--- config.mk ---
export PLATFORM = sky130hd
export DESIGN_NAME = mem_access_stage
export DESIGN_NICKNAME = d
export VERILOG_FILES = /design/src/rtl/mem_access_stage.sv
export SDC_FILE = /design/constraint.sdc
export NUM_CORES = 1
export LEC_CHECK = 0
export ABC_AREA = 0
export CAP_MARGIN = 30
export CORE_MARGIN = 2
export CORE_UTILIZATION = 41
export CTS_BUF_LIST = sky130_fd_sc_hd__clkbuf_4
export DETAILED_ROUTE_END_ITERATION = 7
export PLACE_DENSITY = 0.8
export SLEW_MARGIN = 20
export SYNTH_ARGS = -nofsm -noshare
export SYNTH_HDL_FRONTEND = slang
export SYNTH_SLANG_ARGS = --single-unit
--- constraint.sdc ---
create_clock -name Clk -period 2.3 [get_ports Clk]
set_clock_uncertainty 0.15 [all_clocks]
set_input_delay 0.23 -clock Clk [delete_from_list [all_inputs] [get_ports Clk]]
set_output_delay 0.23 -clock Clk [all_outputs]
set_load 0.01 [all_outputs]
--- src/rtl/mem_access_stage.sv ---
// MEM stage: drives the data-memory req/ack port, extends load data,
// raises misaligned/bus-timeout exceptions, and loads the MEM/WB register.
//
// Ports
//   Clk, Reset_n (async, active-low), MEM_Flush
//   EX_*   : load/store controls, address, store data, WB controls
//   DMEM_* : req/we/addr/be/wdata out; rdata/ack in
//   MEM_Stall : holds IF/ID/EX while an access waits
//   MEM_*  : registered MEM/WB outputs
// Parameter TIMEOUT (2..255): wait cycles before a bus-timeout exception.
// Option MEM_MISALIGN_TRAP_EN: trap misaligned H/W accesses instead of
// aligning them down.
`timescale 1ns/1ps
module mem_access_stage #(
  parameter int unsigned TIMEOUT = 16
) (
  input  logic        Clk,
  input  logic        Reset_n,
  input  logic        MEM_Flush,
  input  logic        EX_Mem_wr_en,
  input  logic        EX_Mem_rd_en,
  input  logic [2:0]  EX_Mem_op,
  input  logic [31:0] EX_ALU_result,
  input  logic [31:0] EX_Rs2_data,
  input  logic        EX_MemToReg,
  input  logic        EX_RegFile_wr_en,
  input  logic [4:0]  EX_Rd_addr,
  input  logic        EX_Exception,
  output logic        DMEM_req,
  output logic        DMEM_we,
  output logic [31:0] DMEM_addr,
  output logic [3:0]  DMEM_be,
  output logic [31:0] DMEM_wdata,
  input  logic [31:0] DMEM_rdata,
  input  logic        DMEM_ack,
  output logic        MEM_Stall,
  output logic        MEM_RegFile_wr_en,
  output logic        MEM_MemToReg,
  output logic [4:0]  MEM_Rd_addr,
  output logic [31:0] MEM_ALU_result,
  output logic [31:0] MEM_Rd_data,
  output logic        MEM_Exception,
  output logic [1:0]  MEM_Exc_cause
);

  typedef enum logic {
    IDLE,
    WAIT
  } state_t;

  localparam logic [7:0] TMO = 8'(TIMEOUT);

  state_t      state, state_n;
  logic [7:0]  cnt, cnt_n;

  logic        is_b, is_h, is_w;
  logic        uns;
  logic [1:0]  off;
  logic        misal;
  logic        mem_op;
  logic        trap;
  logic        tmo_now;
  logic [31:0] sh;
  logic [31:0] ext;
  logic [1:0]  cause_n;

  assign is_b = (EX_Mem_op[1:0] == 2'b00);
  assign is_h = (EX_Mem_op[1:0] == 2'b01);
  // 010, 011, 110, 111 all behave as word
  assign is_w = ~is_b & ~is_h;
  assign uns  = EX_Mem_op[2];

  // Lane offset, aligned down to the access size
  always_comb begin
    off        = 2'b00;
    DMEM_be    = 4'hF;
    DMEM_wdata = EX_Rs2_data;
    unique case (1'b1)
      is_b: begin
        off        = EX_ALU_result[1:0];
        DMEM_be    = 4'b0001 << off;
        DMEM_wdata = {4{EX_Rs2_data[7:0]}};
      end
      is_h: begin
        off        = {EX_ALU_result[1], 1'b0};
        DMEM_be    = 4'b0011 << off;
        DMEM_wdata = {2{EX_Rs2_data[15:0]}};
      end
      default: begin
        off        = 2'b00;
        DMEM_be    = 4'hF;
        DMEM_wdata = EX_Rs2_data;
      end
    endcase
  end

`ifdef MEM_MISALIGN_TRAP_EN
  assign misal = (is_h & EX_ALU_result[0])
               | (is_w & (|EX_ALU_result[1:0]));
`else
  assign misal = 1'b0;
`endif

  assign mem_op = EX_Mem_rd_en | EX_Mem_wr_en;
  assign trap   = mem_op & ~EX_Exception & misal;

  // Gated by Reset_n so req drops asynchronously on reset
  assign DMEM_req = Reset_n & mem_op & ~EX_Exception
                  & ~misal & ~MEM_Flush;
  assign DMEM_we   = DMEM_req & EX_Mem_wr_en;
  assign DMEM_addr = {EX_ALU_result[31:2], 2'b00};

  // Ack in the last allowed cycle still wins over timeout
  assign tmo_now = DMEM_req & (state == WAIT)
                 & (cnt == TMO) & ~DMEM_ack;

  assign MEM_Stall = DMEM_req & ~DMEM_ack & ~tmo_now;

  assign sh = DMEM_rdata >> {off, 3'b000};

  always_comb begin
    ext = DMEM_rdata;
    unique case (1'b1)
      is_b:    ext = {{24{~uns & sh[7]}}, sh[7:0]};
      is_h:    ext = {{16{~uns & sh[15]}}, sh[15:0]};
      default: ext = DMEM_rdata;
    endcase
  end

  assign cause_n = tmo_now ? 2'b11 :
                   trap    ? (EX_Mem_rd_en ? 2'b01 : 2'b10) :
                             2'b00;

  always_comb begin
    state_n = state;
    cnt_n   = cnt;
    unique case (state)
      IDLE: begin
        if (DMEM_req & ~DMEM_ack) begin
          state_n = WAIT;
          cnt_n   = 8'd1;
        end
      end
      WAIT: begin
        if (~DMEM_req | DMEM_ack | tmo_now) begin
          state_n = IDLE;
          cnt_n   = 8'd0;
        end else begin
          cnt_n = cnt + 8'd1;
        end
      end
      default: begin
        state_n = IDLE;
        cnt_n   = 8'd0;
      end
    endcase
  end

  always_ff @(posedge Clk or negedge Reset_n) begin
    if (!Reset_n) begin
      state <= IDLE;
      cnt   <= 8'd0;
    end else begin
      state <= state_n;
      cnt   <= cnt_n;
    end
  end

  always_ff @(posedge Clk or negedge Reset_n) begin
    if (!Reset_n) begin
      MEM_RegFile_wr_en <= 1'b0;
      MEM_MemToReg      <= 1'b0;
      MEM_Rd_addr       <= 5'd0;
      MEM_ALU_result    <= 32'd0;
      MEM_Rd_data       <= 32'd0;
      MEM_Exception     <= 1'b0;
      MEM_Exc_cause     <= 2'b00;
    end else if (MEM_Stall | MEM_Flush) begin
      MEM_RegFile_wr_en <= 1'b0;
      MEM_MemToReg      <= 1'b0;
      MEM_Exception     <= 1'b0;
      MEM_Exc_cause     <= 2'b00;
    end else begin
      MEM_RegFile_wr_en <= EX_RegFile_wr_en & ~trap & ~tmo_now;
      MEM_MemToReg      <= EX_MemToReg;
      MEM_Rd_addr       <= EX_Rd_addr;
      MEM_ALU_result    <= EX_ALU_result;
      MEM_Rd_data       <= (DMEM_req & EX_Mem_rd_en & DMEM_ack)
                         ? ext : 32'd0;
      MEM_Exception     <= EX_Exception | trap | tmo_now;
      MEM_Exc_cause     <= cause_n;
    end
  end

endmodule

==> run summary <==
DRC Markers -> 0
Largest net degree at the start of global routing -> 72
Clock Path Buffers -> 2
Ys async rst share -> 100%
Ys Warns -> 0
Post-synth cell types -> 42
Core box area -> 0.0120 sq mm
Final cell count without fillers -> 894
Register area share after synthesis -> 41.0%
Met3 usage -> 6.99%
Die H -> 115 um
Final slew viol count -> 0
Top-count cell post-synth -> dfrtp_1
Startpoint types -> input port
Area contributors post-synth -> dfrtp_1 (41%), mux2_2 (13%), buf_4 (6.9%)
Die W -> 115 um
Number of synthesized flops with an enable pin -> 0
Worst hold endpoint -> MEM_MemToReg$_DFF_PN0_
Most crowded layer after global routing -> met2
Initial DRC count -> 387
Combinational Power Share -> 31.9%
Area Overhead vs Synth -> 54.7%
Hold Violations, Final -> 0
Post-synthesis cell count -> 518
Via density per instance -> 5.42
Clock power frac -> 23.2%
Overflow after GRT -> 0
Worst-margin pin slew -> 533 ps
# IOs -> 258
Reg power frac -> 44.9%
Hold depth -> 2
DRT Wirelength -> 16200 um
Die area -> 0.0131 sq mm
Final Instance Area -> 0.00775 sq mm
Post-synth top area share -> 41.0%
Placed Area -> 0.00754 sq mm
Met2 usage -> 44.5%
Drt pass-1 iters -> 5
WS Path Type -> input port to output port
Layout Nets -> 856
Worst r2r src -> cnt[1]$_DFFE_PN0P_
Antenna violations before repair -> 1
Total CTS buffers -> 9
Cell mode on critical path -> clkdlybuf4s50_1
Synth Cell Area -> 0.00501 sq mm
Initial Util -> 41.9%
Arrival time worst endpoint -> 1870 ps
Req. time, crit path -> 1920 ps
Met1 Use GR -> 25.2%
#FFs+latches synth -> 82
Setup ws final -> 50.2 ps
Wire per inst -> 18.1 um
Tot GR Track Use -> 24.3%
RSZ-0062 raised after global routing -> yes
RR Endpoint -> MEM_Rd_data[4]$_DFFE_PN0N_
Final HPWL DP -> 12500 um
Highest Clock Rate -> 444 MHz
Fin crit period -> 2250 ps
Crit path cell chain -> clkdlybuf4s50_1 -> nor2_1 -> buf_12 -> mux2_2 -> clkdlybuf4s50_1
Hold_sp -> EX_MemToReg
CP Capture Type -> output port
Hold slack -> 152 ps
Row Count -> 40
Switching part of the total -> 31.1%
CTS tree -> done
Internal Pwr Total -> 2.43 mW
Worst ir drop on vdd -> 0.000187 V
H-tree depth -> 3
Num Clock Sinks -> 82
# setup viols final -> 0
Placed Instances -> 872
Routed Antenna Nets -> 0
Commonest cells post-synth -> dfrtp_1 (82), mux2_2 (60), buf_4 (46)
Port bufs -> 255
Setup slack, reg-to-reg -> 170 ps
Syn Area/Cell -> 9.67 sq um
First-pass GRT wire length -> 24500 um
Tot Pwr -> 3.53 mW
Critical path's slowest cell -> clkdlybuf4s50_1
Max cap viols -> 0
Final worst path period share -> 97.8%
Worst-path clk slew -> 150 ps
Rel. slew slack -> 64.4%
Util after Layout -> 64.8%
Switching power -> 1.10 mW
Vias in the first global route -> 4896
CTS root buffer -> clkbuf_4
Leakage -> 3.25 nW
Reg2reg path depth -> 8
Primary FF master, synth -> dfrtp_1
Filler cells -> 964
Status -> finished clean
Area leader, netlist -> dfrtp_1
HP Class -> input port to flop
Vias -> 4847
CP max FO -> 17
Layout cells sized above 1 -> 16.2%
Clock Latency Late Sink -> 470 ps
Pwr/cell area -> 455 mW/mm^2
GPL Wtd Cong -> 0.865
Post-place setup slack -> -97.1 ps
Final TNS setup -> 0 ps
Max stage delay on crit path -> 490 ps
layout make-up:
type	instances	area [sq um]	area share, %
timing repair buffer	290	2890	37.2
tap	147	184	2.37
antenna	1	2.50	0.0323
clock buffer	9	67.6	0.872
clock inverter	7	58.8	0.759
inverter	37	139	1.79
sequential	82	2050	26.5
multi-input combinational	321	2360	30.4
repair_timing:
| item | 4_1_cts | 5_1_grt |
|---|---|---|
| pin swaps | 2 | 0 |
| hold buffers | 1 | 1 |
| endpoints found under the setup margin | 8 | 5 |
| endpoints found under the hold margin | 11 | 28 |
| gates resized for setup | 5 | 2 |
| buffers inserted | 1 | 1 |
kinds of logic (layout without fill, tap and decap cells):
logic type / count (synthesis) / count (layout) / synth area share (%)
multiplexers: 75 / 75 / 16.5
other: 1 / 3 / 0.0749
AO/OA/AOI/OAI: 88 / 88 / 13.0
XOR/XNOR: 2 / 2 / 0.350
flip-flops: 82 / 82 / 41.0
adder cells (fa/ha/maj): 2 / 2 / 0.500
AND/OR/NAND/NOR: 152 / 152 / 16.1
buffers and inverters: 116 / 343 / 12.5
worst max-delay path: cells and delay by family:
| kind | cells | cell delay (ps) |
|---|---|---|
| muxes | 1 | 330 |
| buffers and inverters | 3 | 1110 |
| and+or+nand+nor | 1 | 190 |
registers in the layout, summed over array words and instances, names as in the netlist:
| register | cells |
|---|---|
| MEM_ALU_result | 32 |
| MEM_Rd_data | 32 |
| cnt | 8 |
| MEM_Rd_addr | 5 |
| MEM_Exc_cause | 1 |
| MEM_Exception | 1 |
| MEM_MemToReg | 1 |
| MEM_RegFile_wr_en | 1 |
| state | 1 |
how the worst max path moves through the flow:
stage          cells past startpoint                             end  slack, ps               start
2_1_floorplan                      8  MEM_ALU_result[10]$_DFFE_PN0N_        250  cnt[0]$_DFFE_PN0P_
3_3_place_gp                       6                       MEM_Stall       -100        EX_Exception
3_5_place_dp                       6                       MEM_Stall       -100        EX_Exception
4_1_cts                            5                        DMEM_req         30        EX_Exception
5_1_grt                            5                  DMEM_wdata[25]        -10        EX_Mem_op[0]
6_report                           5                  DMEM_wdata[11]         50        EX_Mem_op[0]
power by group through the flow:
stage	clock (mW)	sequential (mW)	combinational, mW
after CTS	0.837	1.59	1.13
final	0.819	1.58	1.12
after floorplan	0	1.65	0.411
after global routing	0.902	1.60	1.20
after global placement	0	1.61	1.09
after detailed placement	0	1.62	1.11
cell usage in the layout (no fill, tap or decap), types with 3 or more instances in the layout:
cell type and instances:
nor2b_1 11, nand2_1 43, mux2i_1 15, nand3b_1 3
nand3_1 23, nor3_1 7, dfrtp_1 82, clkdlybuf4s50_1 251
inv_1 37, inv_6 4, nor3b_1 7, o221ai_1 24
o21ai_0 18, a22o_1 10, clkbuf_4 9, nand2b_1 9
a221oi_1 7, buf_12 6, a21oi_1 9, nor2_1 13
o211ai_1 10, mux2_2 60, and3_1 3, o22a_1 3
buf_4 28, nand4_1 18, and2_1 6
metal layers:
layer / up-vias / part of all wire, %
li1: 2258 / -
met1: 2315 / 35
met2: 240 / 52
met3: 34 / 8.8
met4: 0 / 3.5
met5: - / 0
Note: power is estimated with default switching activity, not from simulation.
